### config.mk
export PLATFORM = sky130hd
export DESIGN_NAME = video_fetch_fifo_flat
export DESIGN_NICKNAME = d
export VERILOG_FILES = /design/src/rtl/video_fetch_fifo_pkg.sv /design/src/rtl/video_fetch_fifo_if.sv /design/src/rtl/sync_fifo_ram.sv /design/src/rtl/video_fetch_fifo.sv /design/src/flat_wrapper.sv
export SDC_FILE = /design/constraint.sdc
export NUM_CORES = 1
export LEC_CHECK = 0
export CAP_MARGIN = 20
export CORE_MARGIN = 4
export CORE_UTILIZATION = 35
export CTS_CLUSTER_DIAMETER = 30
export DETAILED_ROUTE_END_ITERATION = 6
export GPL_ROUTABILITY_DRIVEN = 1
export SLEW_MARGIN = 30
export SYNTH_ARGS = -nofsm -noshare
export SYNTH_HDL_FRONTEND = slang
export SYNTH_SLANG_ARGS = --single-unit
### constraint.sdc
create_clock -name clk -period 11.4 [get_ports clk]
set_input_delay 1.14 -clock clk [delete_from_list [all_inputs] [get_ports clk]]
set_output_delay 1.14 -clock clk [all_outputs]
set_load 0.01 [all_outputs]
### src/rtl/video_fetch_fifo_pkg.sv
// Shared constants and types for the video fetch FIFO: FSM encoding, default geometry
// and the byte-lane selector used by the display side.
package video_fetch_fifo_pkg;

  localparam int unsigned DefaultAddrWidth     = 30;
  localparam int unsigned DefaultFifoDepthLog2 = 4;
  localparam int unsigned DefaultFrameWords    = 9600;

  typedef enum logic [1:0] {
    StIdle  = 2'd0,
    StReq   = 2'd1,
    StDrain = 2'd2
  } fetch_state_e;

  // Little-endian lane select: idx 0 is bits [7:0].
  function automatic logic [7:0] select_byte(input logic [31:0] word, input logic [1:0] idx);
    return word[{idx, 3'b000} +: 8];
  endfunction

endpackage

### src/rtl/video_fetch_fifo_if.sv
// Memory fetch bus and display-stage byte port of the video fetch FIFO.
// master is the fetch engine side; slave is the memory/display environment.
interface video_fetch_fifo_if #(
  parameter int unsigned addr_width = video_fetch_fifo_pkg::DefaultAddrWidth
) ();

  logic [addr_width-1:0] mem_addr;
  logic                  mem_strobe;
  logic                  mem_ack;
  logic [31:0]           mem_data;
  logic                  rd;
  logic [7:0]            dispData;
  logic                  underrun;

  modport master (
    output mem_addr, mem_strobe, dispData, underrun,
    input  mem_ack, mem_data, rd
  );

  modport slave (
    input  mem_addr, mem_strobe, dispData, underrun,
    output mem_ack, mem_data, rd
  );

endinterface

### src/rtl/sync_fifo_ram.sv
// Word FIFO with separate read/write pointers and an occupancy count.
// Head word is read combinationally at the read pointer; flush clears pointers and count.
module sync_fifo_ram #(
  parameter int unsigned DepthLog2 = 4,
  parameter int unsigned Width     = 32
) (
  input  logic                 clk_i,
  input  logic                 reset_i,
  input  logic                 flush_i,
  input  logic                 push_i,
  input  logic [Width-1:0]     wdata_i,
  input  logic                 pop_i,
  output logic [Width-1:0]     head_o,
  output logic [DepthLog2:0]   count_o
);

  localparam int unsigned Depth = 2 ** DepthLog2;

  logic [Width-1:0]     mem_q [Depth];
  logic [DepthLog2-1:0] wr_ptr_q, rd_ptr_q;
  logic [DepthLog2:0]   count_q, count_d;

  always_ff @(posedge clk_i) begin
    if (push_i) begin
      mem_q[wr_ptr_q] <= wdata_i;
    end
  end

  always_comb begin
    count_d = count_q;
    if (push_i && !pop_i) begin
      count_d = count_q + 1'b1;
    end else if (pop_i && !push_i) begin
      count_d = count_q - 1'b1;
    end
  end

  always_ff @(posedge clk_i) begin
    if (reset_i || flush_i) begin
      wr_ptr_q <= '0;
      rd_ptr_q <= '0;
      count_q  <= '0;
    end else begin
      if (push_i) wr_ptr_q <= wr_ptr_q + 1'b1;
      if (pop_i)  rd_ptr_q <= rd_ptr_q + 1'b1;
      count_q <= count_d;
    end
  end

  assign head_o  = mem_q[rd_ptr_q];
  assign count_o = count_q;

endmodule

### src/rtl/video_fetch_fifo.sv
// Frame-buffer prefetch engine: fetches words from memory into a FIFO on each frame start
// and hands them to the display stage one byte per rd pulse.
module video_fetch_fifo
  import video_fetch_fifo_pkg::*;
#(
  parameter int unsigned addr_width      = DefaultAddrWidth,
  parameter int unsigned fifo_depth_log2 = DefaultFifoDepthLog2,
  parameter int unsigned frame_words     = DefaultFrameWords
) (
  input  logic                  clk,
  input  logic                  reset,
  input  logic [addr_width-1:0] base_addr,
  input  logic                  vga_vsync,
  video_fetch_fifo_if.master    bus
);

  localparam int unsigned CntW  = $clog2(frame_words + 1);
  localparam int unsigned Depth = 2 ** fifo_depth_log2;

  typedef logic [fifo_depth_log2:0] fcnt_t;

  logic vsync_q1, vsync_q2, vsync_q3;
  logic restart;

  fetch_state_e          state_q, state_d;
  logic [addr_width-1:0] addr_q, addr_d;
  logic [CntW-1:0]       word_cnt_q, word_cnt_d;
  logic [1:0]            byte_idx_q, byte_idx_d;
  logic                  underrun_q, underrun_d;

  logic        strobe_req, strobe, push, pop, flush, rd_ok, fifo_empty;
  logic [31:0] head;
  fcnt_t       count;

  // Synchronizer idles high (vsync inactive) so reset never fakes a frame start.
  always_ff @(posedge clk) begin
    if (reset) begin
      vsync_q1 <= 1'b1;
      vsync_q2 <= 1'b1;
      vsync_q3 <= 1'b1;
    end else begin
      vsync_q1 <= vga_vsync;
      vsync_q2 <= vsync_q1;
      vsync_q3 <= vsync_q2;
    end
  end

  assign restart    = vsync_q3 & ~vsync_q2;
  assign fifo_empty = (count == '0);
  assign strobe_req = (count < fcnt_t'(Depth)) && (word_cnt_q < CntW'(frame_words));

  always_comb begin
    state_d    = state_q;
    addr_d     = addr_q;
    word_cnt_d = word_cnt_q;
    strobe     = 1'b0;
    push       = 1'b0;
    flush      = 1'b0;
    unique case (state_q)
      StIdle: begin
        if (restart) begin
          flush   = 1'b1;
          state_d = StReq;
        end
      end
      StReq: begin
        strobe = strobe_req;
        if (restart) begin
          // A request still waiting for its ack must finish before the bus can be reused.
          if (strobe_req && !bus.mem_ack) state_d = StDrain;
          else                            flush   = 1'b1;
        end else if (strobe_req && bus.mem_ack) begin
          push       = 1'b1;
          addr_d     = addr_q + 1'b1;
          word_cnt_d = word_cnt_q + 1'b1;
          if (word_cnt_d == CntW'(frame_words)) state_d = StIdle;
        end
      end
      StDrain: begin
        strobe = 1'b1;
        if (bus.mem_ack) begin
          flush   = 1'b1;
          state_d = StReq;
        end
      end
      default: state_d = StIdle;
    endcase
    if (flush) begin
      addr_d     = base_addr;
      word_cnt_d = '0;
    end
  end

  always_comb begin
    byte_idx_d = byte_idx_q;
    underrun_d = 1'b0;
    pop        = 1'b0;
    rd_ok      = bus.rd && !restart && !flush;
    if (rd_ok) begin
      if (fifo_empty) begin
        underrun_d = 1'b1;
      end else begin
        byte_idx_d = byte_idx_q + 1'b1;
        pop        = (byte_idx_q == 2'd3);
      end
    end
    if (flush) byte_idx_d = '0;
  end

  always_ff @(posedge clk) begin
    if (reset) begin
      state_q    <= StIdle;
      addr_q     <= '0;
      word_cnt_q <= '0;
      byte_idx_q <= '0;
      underrun_q <= 1'b0;
    end else begin
      state_q    <= state_d;
      addr_q     <= addr_d;
      word_cnt_q <= word_cnt_d;
      byte_idx_q <= byte_idx_d;
      underrun_q <= underrun_d;
    end
  end

  sync_fifo_ram #(
    .DepthLog2(fifo_depth_log2),
    .Width    (32)
  ) u_fifo (
    .clk_i  (clk),
    .reset_i(reset),
    .flush_i(flush),
    .push_i (push),
    .wdata_i(bus.mem_data),
    .pop_i  (pop),
    .head_o (head),
    .count_o(count)
  );

  // Strobe is gated by reset so a reset mid-handshake withdraws it immediately.
  assign bus.mem_addr   = addr_q;
  assign bus.mem_strobe = strobe & ~reset;
  assign bus.dispData   = fifo_empty ? 8'h00 : select_byte(head, byte_idx_q);
  assign bus.underrun   = underrun_q;

endmodule

### src/flat_wrapper.sv
// flat-port wrapper written by rule: the top's interface ports become plain ports
module video_fetch_fifo_flat import video_fetch_fifo_pkg::*;
#(
  parameter int unsigned addr_width      = DefaultAddrWidth,
  parameter int unsigned fifo_depth_log2 = DefaultFifoDepthLog2,
  parameter int unsigned frame_words     = DefaultFrameWords
)
  (clk, reset, base_addr, vga_vsync, bus_mem_addr, bus_mem_strobe, bus_dispData, bus_underrun, bus_mem_ack, bus_mem_data, bus_rd);
  video_fetch_fifo_if #(.addr_width(addr_width)) bus_i ();
  input  logic clk;
  input  logic reset;
  input  logic [addr_width-1:0] base_addr;
  input  logic vga_vsync;
  output wire logic [$bits(bus_i.mem_addr)-1:0] bus_mem_addr;
  output wire logic [$bits(bus_i.mem_strobe)-1:0] bus_mem_strobe;
  output wire logic [$bits(bus_i.dispData)-1:0] bus_dispData;
  output wire logic [$bits(bus_i.underrun)-1:0] bus_underrun;
  input wire logic [$bits(bus_i.mem_ack)-1:0] bus_mem_ack;
  input wire logic [$bits(bus_i.mem_data)-1:0] bus_mem_data;
  input wire logic [$bits(bus_i.rd)-1:0] bus_rd;
  assign bus_mem_addr = bus_i.mem_addr;
  assign bus_mem_strobe = bus_i.mem_strobe;
  assign bus_dispData = bus_i.dispData;
  assign bus_underrun = bus_i.underrun;
  assign bus_i.mem_ack = bus_mem_ack;
  assign bus_i.mem_data = bus_mem_data;
  assign bus_i.rd = bus_rd;
  video_fetch_fifo #(.addr_width(addr_width), .fifo_depth_log2(fifo_depth_log2), .frame_words(frame_words)) u_core (.clk(clk), .reset(reset), .base_addr(base_addr), .vga_vsync(vga_vsync), .bus(bus_i));
endmodule
==> results of run 1 <==
-- metal layers --
metal | vias to the layer above | wire length, um | part of all wire (%)
li1 | 5881 | - | -
met1 | 6956 | 25700 | 43
met2 | 540 | 27800 | 47
met3 | 111 | 4320 | 7.3
met4 | 2 | 1290 | 2.2
met5 | - | 13 | 0.022
-- sequential cells by signal, summed over array words and instances, names as in the netlist, 2 cells and up, named ones only --
register	flops
u_core.state_q	2
u_core.word_cnt_q	14
u_core.u_fifo.rd_ptr_q	4
u_core.u_fifo.count_o	5
u_core.u_fifo.wr_ptr_q	4
u_core.bus.mem_addr	30
u_core.byte_idx_q	2
u_core.u_fifo.mem_q	512
-- final cells by class --
class	count	share of cell area, %
Multi-Input combinational cell	688	22.6
Tap cell	873	3.69
Clock buffer	125	9.66
Clock inverter	82	2.67
Timing Repair Buffer	137	4.49
Antenna cell	1	0.00845
Inverter	21	0.275
Sequential cell	581	56.6
-- final timing paths --
check | from | to | slack [ns] | depth (start not counted)
setup / recovery | flop | bus_dispData[0] | 6.25 | 7
hold / removal | u_core.vsync_q1$_SDFF_PP1_ | u_core.vsync_q2$_SDFF_PP1_ | 0.42 | 1
setup reg to reg | u_core.state_q[0]$_SDFFE_PP0P_ | u_core.u_fifo.count_o[4]$_SDFFE_PP0P_ | 7.62 | 17
hold reg to reg | u_core.vsync_q1$_SDFF_PP1_ | u_core.vsync_q2$_SDFF_PP1_ | 0.42 | 1
-- per-stage QoR --
step	util, %	power, mW	setup WS [ns]	std cells	area [um2]
5_1_grt	44.1	6.07	6.05	2507	29600
6_report	44.1	5.87	6.25	2508	29600
3_3_place_gp	38.6	2.79	6.73	2299	25900
2_1_floorplan	-	2.62	6.66	1361	23700
3_5_place_dp	38.7	2.80	6.73	2300	26000
4_1_cts	44.1	5.92	6.19	2507	29600
-- worst max-delay path, cell delays in order (launching register included) --
cell and delay (ns):
dfxtp_4 0.34, buf_12 0.39, buf_16 0.41, mux4_2 0.60, mux4_2 0.48, mux2i_1 0.25
o22ai_1 0.13, clkdlybuf4s50_1 0.63
-- power by group through the flow --
stage          clock network [mW]  registers [mW]  logic (mW)
3_5_place_dp                    0            2.41       0.393
3_3_place_gp                    0            2.41       0.388
5_1_grt                      3.27            2.37       0.429
2_1_floorplan                   0            2.41       0.210
4_1_cts                      3.15            2.37       0.396
6_report                     3.10            2.37       0.395
-- cells in the final DEF, fill, tap and decap left out, types with 17 or more instances in the layout --
master / n
a21oi_1: 57
buf_4: 28
clkbuf_16: 111
clkdlybuf4s50_1: 106
clkinv_1: 17
clkinv_2: 34
dfxtp_1: 66
edfxtp_1: 512
ha_1: 17
inv_1: 20
mux2i_1: 24
mux4_2: 144
nand2_1: 66
nand3_1: 20
nor2_1: 61
nor3_1: 22
o21ai_0: 42
o22ai_1: 19
-- cells by family after synthesis --
family | after synthesis | share of synthesized area [%]
xor gates and xnor gates | 26 | 0.959
DFF | 581 | 70.6
and+or+nand+nor | 289 | 6.20
buffers and inverters | 92 | 1.68
adders and majority gates | 18 | 0.981
muxes | 170 | 14.8
AOI/OAI and AO/OA | 185 | 4.81
==> metrics.md, run 1 <==
| Metric | Value |
|---|---|
| Post-CTS Setup Inserts | `0` |
| TritonCTS Buffers | `110` |
| Fin crit period | `5.15 ns` |
| Share of layout cells above drive strength 1 | `24.3%` |
| Synth Register Bits | `581` |
| Sequential share of the synthesized area | `70.6%` |
| Die area | `72000 um2` |
| DP HPWL | `32100 um` |
| Remaining Overflow, GRT | `0` |
| Met2 usage | `25.6%` |
| Asr flop ratio synth | `0%` |
| # clock sinks | `581` |
| Synthesis Warnings | `0` |
| Synth unique cells | `61` |
| CP Capture Type | `output port` |
| TritonCTS clock tree | `built` |
| Reg area | `16800 um2` |
| Number of synthesized flops with an enable pin | `512` |
| Die W | `268 um` |
| Slew margin rel. | `34.9%` |
| Worst hold path type | `reg -> reg` |
| WL per Instance | `23.6 um` |
| Run status | `finished, final reports clean` |
| DR vias/cell | `5.38` |
| Fin. max-slew vios | `0` |
| Clk_skew | `0.0366 ns` |
| Met3 GRT Util | `4.09%` |
| CTS clk-pin slew, worst paths | `0.05 ns` |
| Global Route Usage Sum | `16.4%` |
| # rows | `95` |
| H-tree Lvls | `3` |
| Syn avg cell area | `17.4 um2` |
| Int Pwr | `4.52 mW` |
| Max Clk Rate | `0.194 GHz` |
| Clock share of power | `52.9%` |
| Slew @ Worst Pin | `0.976 ns` |
| Worst vdd ir | `0.141 mV` |
| LEAKAGE | `9.29 nW` |
| Post-synthesis cell area | `23700 um2` |
| Syn Nets | `1446` |
| Cells after synthesis | `1361` |
| Area contributors post-synth | `edfxtp_1 65%, mux4_2 14%, dfxtp_1 5.8%` |
| Critical Path RT | `10.26 ns` |
| Net switching power | `1.35 mW` |
| I/O pins | `107` |
| Largest net degree at the start of global routing | `74` |
| Critical path class | `reg -> out` |
| Gp weighted congestion | `0.816` |
| Initial antenna violation count | `2` |
| Critical Path Source Type | `flop` |
| Max FO, Critical Path | `59` |
| # DRC | `0` |
| Sequential power share | `40.4%` |
| Resized cells post-CTS | `0` |
| Vias in the first global route | `13800` |
| MaxCap Viol Count | `0` |
| PortBufs | `106` |
| PD cells | `198 nW/um2` |
| Unrepaired setup endpoints after global routing | `false` |
| First-pass GRT wire length | `88700 um` |
| Switching part of the total | `23.0%` |
| Arrival time worst endpoint | `4.01 ns` |
| Post-Route WL | `59100 um` |
| Most frequent cells after synthesis | `512 x edfxtp_1, 144 x mux4_2, 73 x nor2_1` |
| CTS Root Cell | `clkbuf_16` |
| Detailed Route Iter0 Violations | `1309` |
| Longest Clk Path Bufs | `3` |
| Vert. Die Dim | `268 um` |
| Final hold vios | `0` |
| Layout area overhead | `24.8%` |
| Pre-antenna DRT Iters | `5` |
| Worst hold margin | `0.421 ns` |
| # fillers | `5819` |
| Final antenna-violating net count | `0` |
| Final nets | `1624` |
| Comb power frac | `6.7%` |
| CTS Hold Buffers Added | `0` |
| Area of the multi-input gates | `6690 um2` |
| # setup viols final | `0` |
| Clock Latency Late Sink | `0.66 ns` |
| Busiest layer in global routing | `met2` |
| Most frequent cell after synthesis | `edfxtp_1` |
| Dominant cell type by area after synthesis | `edfxtp_1` |
| Initial Util | `35.3%` |
| GR Util met1 | `23.0%` |
| Tcrit/Tclk final | `45.1%` |
| Setup_tns | `0 ns` |
| Area share of the largest cell type after synthesis | `64.8%` |
| Top FF cell, synth | `edfxtp_1` |
| Routed vias | `13500` |
| CORE AREA | `67200 um2` |
Power figures use the tool's default switching activity.
==> run 2: changes to the inputs <==
==> constraint.sdc (replaced) <==
create_clock -name clk -period 4.55 [get_ports clk]
set_input_delay 0.455 -clock clk [delete_from_list [all_inputs] [get_ports clk]]
set_output_delay 0.455 -clock clk [all_outputs]
set_load 0.01 [all_outputs]
==> run 2 against run 1 <==
  * Global-route usage shrank 0.48 points
  * Utilization increased by 0.35 points
  * Register-to-register slack worse by 6.6 ns
  * Worst setup slack worse by 5.9 ns
  * Critical path type unchanged
  * Largest cell class unchanged
  * Highest routed layer is now met4
==> metrics.md, run 2 (synthesized netlist as in run 1, its figures left out) <==
| Metric | Value |
|---|---|
| Worst hold path type | `in -> reg` |
| Fin cells | `2521 (+0.52%)` |
| CTS clk-pin slew, worst paths | `0.05 ns (about the same)` |
| Post-CTS Setup Inserts | `0 (unchanged)` |
| Worst R2R Setup Slack | `1.06 ns (-6.56 ns)` |
| Vias in the first global route | `13800 (-0.23%)` |
| Hold path startpoint | `vga_vsync` |
| Run status | `finished, final reports clean` |
| Critical path class | `reg -> out` |
| Fin. max-slew vios | `0 (unchanged)` |
| CP Capture Type | `output port` |
| Most frequent cells in the layout | `512 x edfxtp_1, 144 x mux4_2, 111 x clkbuf_16, 106 x clkdlybuf4s50_1` |
| MaxCap Viol Count | `0 (unchanged)` |
| I/O pins | `107 (unchanged)` |
| Final nets | `1641 (+1.0%)` |
| Final antenna-violating net count | `0 (unchanged)` |
| Commonest non-fill, non-tap cell in the layout | `edfxtp_1` |
| Pre-antenna DRT Iters | `5 (unchanged)` |
| Setup_tns | `0 ns (unchanged)` |
| DR vias/cell | `5.36 (-0.26%)` |
| DP HPWL | `33900 um (+5.4%)` |
| Longest Clk Path Bufs | `3 (unchanged)` |
| Arrival time worst endpoint | `3.75 ns (-0.26 ns)` |
| R2r startpoint | `u_core.state_q[0]$_SDFFE_PP0P_` |
| Critical Path Source Type | `flop` |
| Fin crit period | `4.20 ns` |
| Slew margin rel. | `34.3% (-0.62 points)` |
| Worst vdd ir | `0.359 mV (+160%)` |
| H-tree Lvls | `3 (unchanged)` |
| TritonCTS clock tree | `built` |
| Slew @ Worst Pin | `0.985 ns (+0.00935 ns)` |
| Most flops, register | `u_core.u_fifo.mem_q` |
| Resized cells post-CTS | `0 (unchanged)` |
| Hold Crit Depth | `2 (+1)` |
| First-pass GRT wire length | `86300 um (-2.6%)` |
| WL per Instance | `22.7 um (-3.5%)` |
| # clock sinks | `581 (unchanged)` |
| Unrepaired setup endpoints after global routing | `false` |
| Hold endpoint | `u_core.vsync_q1$_SDFF_PP1_` |
| # rows | `95 (unchanged)` |
| Initial Util | `35.3% (unchanged)` |
| Critical Path RT | `4.09 ns (-6.17 ns)` |
| CTS Hold Buffers Added | `0 (unchanged)` |
| PortBufs | `106 (unchanged)` |
| Max FFs per register | `512 (unchanged)` |
| Die area | `72000 um2 (unchanged)` |
| Post-Route WL | `57300 um (-3.0%)` |
| # setup viols final | `0 (unchanged)` |
| Worst reg2reg endpoint | `u_core.u_fifo.count_o[4]$_SDFFE_PP0P_` |
| Share of layout cells above drive strength 1 | `24.9% (+0.60 points)` |
| Clock Latency Late Sink | `0.68 ns (+0.02 ns)` |
| CTS Root Cell | `clkbuf_16` |
| Die W | `268 um (unchanged)` |
| Global Route Usage Sum | `15.9% (-0.48 points)` |
| Tcrit/Tclk final | `92.3%` |
| Clk_skew | `0.0671 ns (+0.0305 ns)` |
| Largest net degree at the start of global routing | `56 (-24%)` |
| Max Clk Rate | `0.238 GHz` |
| PD cells | `493 nW/um2 (+150%)` |
| # DRC | `0 (unchanged)` |
| TritonCTS Buffers | `109 (-0.91%)` |
| Worst slack at placement | `0.817 ns (-5.91 ns)` |
| Fin util | `44.4% (+0.35 points)` |
| Placed insts | `2318 (+0.78%)` |
| Layout area overhead | `25.8%` |
| Gp weighted congestion | `0.795 (-2.5%)` |
| Detailed Route Iter0 Violations | `1354 (+3.4%)` |
| R2r worst-path depth | `16 (-1)` |
| Routed vias | `13500 (+0.25%)` |
| Final hold vios | `0 (unchanged)` |
| Max FO, Critical Path | `38 (-36%)` |
| CORE AREA | `67200 um2 (unchanged)` |
| Final worst setup slack | `0.348 ns (-5.91 ns)` |
| Remaining Overflow, GRT | `0 (unchanged)` |
| Initial antenna violation count | `1 (-1)` |
| Vert. Die Dim | `268 um (unchanged)` |
| LEAKAGE | `9.38 nW (+0.97%)` |
| Worst hold margin | `0.434 ns (+0.0130 ns)` |
run 2: cell types whose count changed in the layout (fill, tap and decap cells not counted), sizes merged:
| cell | previous run | this run |
|---|---|---|
| bufinv | 10 | 9 |
| inv | 26 | 27 |
| buf | 31 | 49 |
| clkinv | 56 | 48 |
| clkbuf | 125 | 127 |
| clkinvlp | 11 | 12 |
run 2: metal layers:
metal | GRT usage, % | part of all wire (%)
met5 | 0 | 0
met2 | 25.0 | 47
met4 | 4.44 | 1.8
met1 | 22.6 | 45
met3 | 3.29 | 6.4
run 2: worst max-delay path by stage:
stage,from,end,slack (ns),cells past startpoint
floorplan,u_core.word_cnt_q[8]$_SDFFE_PP0P_,u_core.u_fifo.mem_q[0][0]$_DFFE_PP_,0.15,9
global placement,bus_mem_ack,u_core.u_fifo.count_o[4]$_SDFFE_PP0P_,0.85,15
detailed placement,bus_mem_ack,u_core.u_fifo.count_o[4]$_SDFFE_PP0P_,0.82,15
CTS,flop,bus_dispData[6],0.27,7
global route,flop,bus_dispData[3],0.14,8
finish,flop,bus_dispData[3],0.35,8
run 2: stage by stage:
step | total power, mW | area (um2)
after detailed placement | 7.03 | 26200
after global routing | 15.2 | 29800
final | 14.7 | 29800
after CTS | 14.9 | 29800
after floorplan | 6.56 | 23700
after global placement | 7.01 | 26200
run 2: where the power goes:
group / switching, mW / internal, mW / leakage, nW / total [mW]
Clock: 2.74 / 5.05 / 1.76 / 7.79
Sequential: 0.0551 / 5.89 / 5.16 / 5.94
Combinational: 0.620 / 0.377 / 2.46 / 0.997
Total: 3.41 / 11.3 / 9.38 / 14.7
run 2: layout make-up:
class                           count  area (um2)
Tap cell                          873        1090
Inverter                           21        78.8
Clock inverter                     75         788
Clock buffer                      127        2880
Fill cell                        5709       37300
Antenna cell                        1        2.50
Multi-Input combinational cell    688        6690
Timing Repair Buffer              155        1550
Sequential cell                   581       16800
run 2: worst max-delay path, stage by stage (launching register included):
cell and delay, ns:
dfxtp_4 0.58, buf_12 0.35, buf_4 0.23, mux4_2 0.49, mux4_2 0.50, nand2_1 0.09, a21oi_1 0.05, a31o_2 0.25
clkdlybuf4s50_1 0.48
==> run 3: changes to the inputs <==
--- a/config.mk
+++ b/config.mk
@@ -10,8 +10,6 @@
 export CORE_UTILIZATION = 35
 export CTS_CLUSTER_DIAMETER = 30
 export DETAILED_ROUTE_END_ITERATION = 6
-export GPL_ROUTABILITY_DRIVEN = 1
-export SLEW_MARGIN = 30
 export SYNTH_ARGS = -nofsm -noshare
 export SYNTH_HDL_FRONTEND = slang
 export SYNTH_SLANG_ARGS = --single-unit
==> results of run 3 <==
Final layout, timing and power as in run 2 (identical DEF).
